## src/rtl/mult_pkg.sv

```systemverilog
// Shared types and sizing helpers for the iterative long multiplier.
package mult_pkg;

  typedef enum logic [1:0] {
    IDLE    = 2'd0,
    COMPUTE = 2'd1,
    DONE    = 2'd2
  } mult_fsm_t;

  function automatic int calc_iter(input int data_width, input int pps);
    return data_width / pps;
  endfunction

  // Counter is at least one bit wide even when a single pass covers all of B.
  function automatic int calc_cnt_w(input int data_width, input int pps);
    int iter;
    iter = data_width / pps;
    return (iter <= 1) ? 1 : $clog2(iter);
  endfunction

  function automatic bit is_pow2(input int value);
    return (value > 0) && ((value & (value - 1)) == 0);
  endfunction

endpackage

```

## src/rtl/pipelined_long_multiplier_stage.sv

```systemverilog
// One long-multiplication step: adds A * (PPS-bit slice of B) to the running high
// accumulator {carry, partial} and splits off the PPS settled low bits.
module pipelined_long_multiplier_stage #(
  parameter int DATA_WIDTH        = 8,
  parameter int PRODUCT_PER_STAGE = 4
) (
  input  logic [DATA_WIDTH-1:0]        operand_a_i,
  input  logic [PRODUCT_PER_STAGE-1:0] operand_b_i,
  input  logic [DATA_WIDTH-2:0]        partial_product_i,
  input  logic                         carry_i,
  output logic [DATA_WIDTH-2:0]        partial_product_o,
  output logic                         carry_o,
  output logic [PRODUCT_PER_STAGE-1:0] final_result_bits_o
);

  localparam int SUM_W = DATA_WIDTH + PRODUCT_PER_STAGE;

  // The high accumulator never exceeds DATA_WIDTH bits, so SUM_W cannot overflow.
  logic [SUM_W-1:0] sum;

  always_comb begin
    sum = {{PRODUCT_PER_STAGE{1'b0}}, carry_i, partial_product_i};
    for (int i = 0; i < PRODUCT_PER_STAGE; i++) begin
      if (operand_b_i[i]) begin
        sum = sum + (SUM_W'(operand_a_i) << i);
      end
    end
  end

  assign final_result_bits_o        = sum[PRODUCT_PER_STAGE-1:0];
  assign {carry_o, partial_product_o} = sum[SUM_W-1:PRODUCT_PER_STAGE];

endmodule

```

## src/rtl/iterative_long_multiplier_ctrl.sv

```systemverilog
// Multi-cycle unsigned multiplier reusing one long-multiplier stage; consumes
// PRODUCT_PER_STAGE bits of B per cycle and hands the product off over valid/ready.
module iterative_long_multiplier_ctrl
  import mult_pkg::*;
#(
  parameter int DATA_WIDTH        = 8,
  parameter int PRODUCT_PER_STAGE = 4
) (
  input  logic                    clk_i,
  input  logic                    rst_n_i,
  input  logic [DATA_WIDTH-1:0]   operand_A_i,
  input  logic [DATA_WIDTH-1:0]   operand_B_i,
  input  logic                    valid_i,
  output logic                    ready_o,
  output logic [2*DATA_WIDTH-1:0] product_o,
  output logic                    valid_o,
  input  logic                    ready_i,
  output logic                    busy_o,
  output mult_fsm_t               state_o
);

  localparam int DW    = DATA_WIDTH;
  localparam int PPS   = PRODUCT_PER_STAGE;
  localparam int ITER  = calc_iter(DW, PPS);
  localparam int CNT_W = calc_cnt_w(DW, PPS);
  localparam logic [CNT_W-1:0] LAST_CNT = CNT_W'(ITER - 1);

  if (!is_pow2(DW) || (DW < 2) || !is_pow2(PPS) || (PPS > DW)) begin : g_bad_params
    $error("iterative_long_multiplier_ctrl: illegal DATA_WIDTH/PRODUCT_PER_STAGE");
  end

  // Handshakes: a transfer happens on a rising edge where valid and ready are both
  // high. ready_o never looks at valid_i; upstream holds operands until accepted,
  // downstream sees product_o stable for as long as valid_o is high.

  mult_fsm_t          state_q;
  logic [CNT_W-1:0]   cnt_q;
  logic [DW-1:0]      a_q;
  logic [DW-1:0]      b_q;
  logic [DW-2:0]      part_q;
  logic               carry_q;
  logic [2*DW-1:0]    product_q;

  logic [DW-2:0]      st_part;
  logic               st_carry;
  logic [PPS-1:0]     st_bits;
  logic [2*DW-1:0]    result_next;

  logic               accept;
  logic               last_iter;

  assign ready_o   = (state_q == IDLE) | ((state_q == DONE) & ready_i);
  assign accept    = valid_i & ready_o;
  assign last_iter = (state_q == COMPUTE) && (cnt_q == LAST_CNT);

  assign valid_o   = (state_q == DONE);
  assign busy_o    = (state_q == COMPUTE);
  assign product_o = product_q;
  assign state_o   = state_q;

  pipelined_long_multiplier_stage #(
    .DATA_WIDTH        (DW),
    .PRODUCT_PER_STAGE (PPS)
  ) u_stage (
    .operand_a_i         (a_q),
    .operand_b_i         (b_q[PPS-1:0]),
    .partial_product_i   (part_q),
    .carry_i             (carry_q),
    .partial_product_o   (st_part),
    .carry_o             (st_carry),
    .final_result_bits_o (st_bits)
  );

  if (ITER == 1) begin : g_single
    assign result_next = {st_carry, st_part, st_bits};
  end else begin : g_multi
    // Settled low digits, filled LSB-first from the top so the oldest digit
    // ends up in the lowest position.
    logic [DW-1:0] low_q;

    always_ff @(posedge clk_i) begin
      if (!rst_n_i) begin
        low_q <= '0;
      end else if (accept) begin
        low_q <= '0;
      end else if (state_q == COMPUTE) begin
        low_q <= {st_bits, low_q[DW-1:PPS]};
      end
    end

    assign result_next = {st_carry, st_part, st_bits, low_q[DW-1:PPS]};
  end

  always_ff @(posedge clk_i) begin
    if (!rst_n_i) begin
      state_q   <= IDLE;
      cnt_q     <= '0;
      a_q       <= '0;
      b_q       <= '0;
      part_q    <= '0;
      carry_q   <= 1'b0;
      product_q <= '0;
    end else if (accept) begin
      state_q <= COMPUTE;
      cnt_q   <= '0;
      a_q     <= operand_A_i;
      b_q     <= operand_B_i;
      part_q  <= '0;
      carry_q <= 1'b0;
    end else begin
      case (state_q)
        COMPUTE: begin
          part_q  <= st_part;
          carry_q <= st_carry;
          b_q     <= b_q >> PPS;
          if (last_iter) begin
            product_q <= result_next;
            state_q   <= DONE;
          end else begin
            cnt_q <= cnt_q + CNT_W'(1);
          end
        end
        DONE: begin
          if (ready_i) begin
            state_q <= IDLE;
          end
        end
        IDLE: begin
          state_q <= IDLE;
        end
        default: begin
          state_q <= IDLE;
        end
      endcase
    end
  end

endmodule

```

## config.mk

```make
export PLATFORM = sky130hd
export DESIGN_NAME = iterative_long_multiplier_ctrl
export DESIGN_NICKNAME = d
export VERILOG_FILES = /design/src/rtl/mult_pkg.sv /design/src/rtl/pipelined_long_multiplier_stage.sv /design/src/rtl/iterative_long_multiplier_ctrl.sv
export SDC_FILE = /design/constraint.sdc
export NUM_CORES = 1
export LEC_CHECK = 0
export ABC_AREA = 1
export CAP_MARGIN = 20
export CORE_UTILIZATION = 42
export DETAILED_ROUTE_END_ITERATION = 7
export GPL_TIMING_DRIVEN = 0
export PLACE_DENSITY_LB_ADDON = 0.15
export RECOVER_POWER = 100
export SLEW_MARGIN = 10
export SYNTH_ARGS = -nofsm -noshare
export SYNTH_HDL_FRONTEND = slang
export SYNTH_SLANG_ARGS = --single-unit
```

## constraint.sdc

```tcl
create_clock -name clk_i -period 14.68 [get_ports clk_i]
set_input_delay 3.67 -clock clk_i [delete_from_list [all_inputs] [get_ports clk_i]]
set_output_delay 3.67 -clock clk_i [all_outputs]
set_load 0.005 [all_outputs]
```

Word level (Yosys, flattened, before mapping) --
Index checks and enable logic that the tools add are counted.
Operators by class: equal/unequal tests 6, bitwise logic cells 6, mux-type cells 10, add/sub/neg operators 5, reduce and logical (&&, ||, !) cells 8
Operators with widths (number):
- 12-bit two-way mux | 3
- 8-bit two-way mux | 2
- 12-bit by 10-bit adder with 12-bit output | 1
- 12-bit by 11-bit adder with 12-bit output | 1
- 12-bit by 9-bit adder with 12-bit output | 1
- 8-bit by 8-bit adder with 9-bit output | 1
- 9-bit two-way mux | 1
- 3-bit by 1-bit inequality test with 1-bit output (second input constant) | 2
- 2-bit AND reduction | 3
- 2-bit two-way mux | 2
- 2-bit by 1-bit inequality test with 1-bit output (second input constant) | 2
- 2-bit one-hot mux with 2 select lines | 1
- 1-bit inverter | 3
- 3-bit AND reduction | 1
- 1-bit AND | 2
- 2-bit by 1-bit == test with 1-bit output (second input constant) | 1
- 2-bit == test (second input constant) | 1
- 2-bit zero test | 1
- 2-bit nonzero test | 1
- 2-bit OR reduction | 1
- 1-bit adder (second input constant) | 1
- 1-bit logical AND | 1
- 1-bit two-way mux | 1
- 1-bit OR | 1
Storage, ports and cells: logic and storage cells 44, bits in registers 51, output and inout port bits 21, input bits 20

Logic depth before layout (Yosys ltp) --
depth after elaboration 8, depth in mapped cells 36

Cells and area by module --
From an unflattened synthesis, not the netlist that was laid out.
Unflattened totals: cell total of the unflattened synthesis 548, area, all modules 3711.1 µm²
Modules (own cells, without submodules):
- pipelined_long_multiplier_stage | instances 1, area each 1895.6 µm², cells each 318, sequential area each 0.0 µm²
- iterative_long_multiplier_ctrl | instances 1, area each 1815.5 µm², cells each 230, sequential area each 940.9 µm²

Worst setup path after synthesis --
OpenSTA, ideal clock, no wires.
path kind input port to output port, start point input ready_i, end point output ready_o, path slack 7.151 ns, stages on the path 2, arrival 3.859 ns, data required time 11.010 ns, path through nor2_1 -> nor2_1
Between the ends: word-level cells in the longest chain between the ends 2
RTL lines:
- start, declared | line iterative_long_multiplier_ctrl.sv:17 | input logic ready_i,
- 1-bit AND | line iterative_long_multiplier_ctrl.sv:52 | assign ready_o = (state_q == IDLE) | ((state_q == DONE) & ready_i);
- 1-bit OR | line iterative_long_multiplier_ctrl.sv:52
- end, declared | line iterative_long_multiplier_ctrl.sv:14 | output logic ready_o,
No other way between the ends.

Worst setup path in the final report --
Same ends and word-level chain as after synthesis.

==> key figures <==
Power and ir drop
  – VDD IR max: 0.0629 mV
  – P per Cell Area: 83.4 nW/µm²
  – Lkg Pwr: 2.27 nW

STA
  – Min cycle time layout: 8.64 ns
  – Max_slew headroom: 0.633
  – Setup WS post-layout: 6.04 ns
  – Peak Freq: 116 MHz
  – Slew Viols, Final: 0
  – Final Hold Fails: 0
  – Unrepaired setup endpoints after global routing: no
  – Setup_tns: 0 ns
  – Crit share post-route: 0.589
  – Worst Tran Pin Value: 0.545 ns
  – # setup viols final: 0
  – Skew final: 0.00905 ns

Route
  – DRT Pass-1 Iters: 5
  – Drt drc: 0
  – Iteration-0 DRC Markers: 164
  – Drt via density: 5.04
  – Post-DR wirelength/cell: 13.1 µm
  – WL final: 9190 µm
  – Vias: 3550
  – Routed Antenna Nets: 0

Clocking
  – CTS Sinks: 47
  – Latest clock arrival within the worst-skew pair: 0.31 ns
  – CTS buffer count: 5
  – Maximum clock path buffer count: 2
  – Root Buffer: clkbuf_8
  – Clk pin slew, worst setup/hold paths: 0.10 ns
  – CTS tree: done
  – H-tree levels: 2
  – Setup Fix Bufs, Post-CTS: 0
  – Post-CTS Resized: 0
  – Hold-fix buffers, CTS: 0

Worst setup path
  – Critical Path Fanout Max: 2
  – CP arrival: 4.97 ns
  – Flop-to-flop setup slack: 9.01 ns
  – Critical path type: in2out
  – Crit. End Element: primary output
  – Req. time, crit path: 11.01 ns
  – Worst Setup Start Kind: input port
  – Reg2Reg Depth: 27

Layout
  – Layout cells sized above 1: 0.0872
  – FF+latch area: 941 µm²
  – NumNets Final: 656
  – Multi-input logic area: 2380 µm²
  – Antenna cell count: 0
  – Filler cells: 893
  – P&R area growth vs syn: 17.2%
  – Core Util, Final: 0.507

Global routing
  – Gr usage total: 0.213
  – Largest net degree at the start of global routing: 17
  – Number of global-route vias before repair: 3301
  – Initial antenna violation count: 0
  – Gr ovfl total: 0
  – First-pass GRT wire length: 15300 µm

Min path
  – Hold Crit Class: reg2reg
  – Hold path depth: 2

Yosys
  – Syn avg cell area: 6.84 µm²
  – Synth area leaders: dfxtp_1 (25%), nand2_1 (15%), ha_1 (12%), inv_1 (7.0%), nand3_1 (6.9%)
  – Area share of the leading cell type in the synthesized netlist: 0.250
  – Area leader, netlist: dfxtp_1
  – Net Count, Synth: 610
  – Synth unique cells: 39
  – Register area share after synthesis: 0.250
  – Ys Warns: 0
  – Synthesized area: 3760 µm²
  – Gate count of the mapped netlist: 549
  – Flops & latches, synth: 47

Die
  – Top-Level Pins: 41
  – Initial Utilization: 0.433
  – Die width: 96.6 µm
  – Rows: 34
  – Die area: 9330 µm²
  – Die Ht: 96.6 µm
  – CORE AREA: 8680 µm²

Placed design
  – DP HPWL: 7480 µm
  – I/O Buffers: 39
  – Gpl congestion: 0.867
  – Dpl ws: 6.16 ns

Status
  – Run status: finished clean

Run
  – Max_cap viols: 0
## cell usage in the layout, fill, tap and decap left out, types with 2 or more instances in the layout
master	netlist	routed
xor2_1	5	5
nor3_1	2	2
xnor2_1	5	5
nand3_1	52	52
or2_0	1	2
clkdlybuf4s50_1	0	18
fa_1	4	4
clkbuf_8	2	7
nand2_2	5	3
nor2_1	23	24
inv_2	6	6
nand3_2	16	16
buf_6	2	2
o211ai_1	3	3
and2_1	8	5
dfxtp_1	47	47
bufinv_16	0	2
buf_2	5	2
o21ai_2	5	4
o21a_1	9	9
o21ai_0	15	19
and2_0	0	3
inv_1	70	70
dlygate4sd3_1	0	21
nand4_1	2	2
buf_4	4	4
nand2_1	150	152
clkinv_4	2	2
nand3b_1	2	2
ha_1	37	37
a31oi_1	5	5
a21oi_1	47	47
clkbuf_1	2	5
## area by class of cell
class / count / area share
repair buffers: 39 / 0.0887
clock inverters: 3 / 0.0162
clock buffers: 5 / 0.0156
multi-input cells: 408 / 0.541
flip-flops and latches: 47 / 0.214
inverters: 79 / 0.0696
well taps: 108 / 0.0307
plain buffers: 15 / 0.0247
## kinds of logic after synthesis
logic type,after synthesis,share of synthesized area
AO/OA/AOI/OAI,91,0.138
AND/OR/NAND/NOR,266,0.332
adder cells (fa/ha/maj),41,0.145
buffers and inverters,94,0.112
flip-flops,47,0.250
XOR/XNOR,10,0.0233
## worst paths after layout
| kind | startpoint | end |
|---|---|---|
| setup / recovery | ready_i | ready_o |
| hold / removal | b_q[4]$_SDFFE_PN0P_ | b_q[4]$_SDFFE_PN0P_ |
| setup reg to reg | a_q[0]$_SDFFE_PN0P_ | part_q[5]$_SDFFE_PP0P_ |
| hold reg to reg | b_q[4]$_SDFFE_PN0P_ | b_q[4]$_SDFFE_PN0P_ |
## power breakdown
group	internal, mW	switching, mW
registers	0.134	0.00716
clock network	0.0692	0.0492
logic	0.0437	0.0637
## worst max-delay path, stage by stage
cell,delay (ns)
dlygate4sd3_1,0.53
nor2_1,0.14
nor2_1,0.06
dlygate4sd3_1,0.58
## Yosys cell counts
cell,instances
clkbuf_1,2
nand3b_1,2
buf_2,5
a21boi_0,1
nor2_4,1
nand3_1,52
or2_4,1
or2_2,1
nor2_1,23
or2_1,1
ha_1,37
a31oi_1,5
o21ai_1,4
or2_0,1
o211ai_1,3
inv_1,70
clkinv_4,2
nand2_2,5
clkinv_1,1
inv_2,6
nand4_1,2
nor3_1,2
buf_6,2
buf_4,4
xnor2_1,5
o21a_1,9
o311ai_0,1
xor2_1,5
nand2_1,150
a21oi_1,47
clkbuf_8,2
o21bai_1,1
and2_1,8
nand3_2,16
fa_1,4
o21ai_0,15
o21ai_2,5
nor2_8,1
dfxtp_1,47
## metal layers
| layer | wire, µm | part of all wire | global-route usage |
|---|---|---|---|
| met5 | 0 | 0 | 0 |
| met4 | 177 | 0.019 | 0.0650 |
| met3 | 324 | 0.035 | 0.0290 |
| met2 | 4280 | 0.47 | 0.365 |
| met1 | 4410 | 0.48 | 0.275 |
## through the flow
step,std cells,power [mW],area (µm²),hold WS (ns)
finish,704,0.367,4400,0.466
detailed placement,696,0.253,4280,0.455
CTS,704,0.371,4420,0.468
global route,704,0.391,4400,0.485
global placement,696,0.252,4280,0.449
floorplan,549,0.223,3760,0.441
## state kept, by name (all words and copies together) (netlist names)
register       count
carry_q            1
a_q                8
b_q                8
product_o         16
part_q             7
cnt_q              1
g_multi.low_q      4
state_o            2
Note: power is estimated with default switching activity, not from simulation.
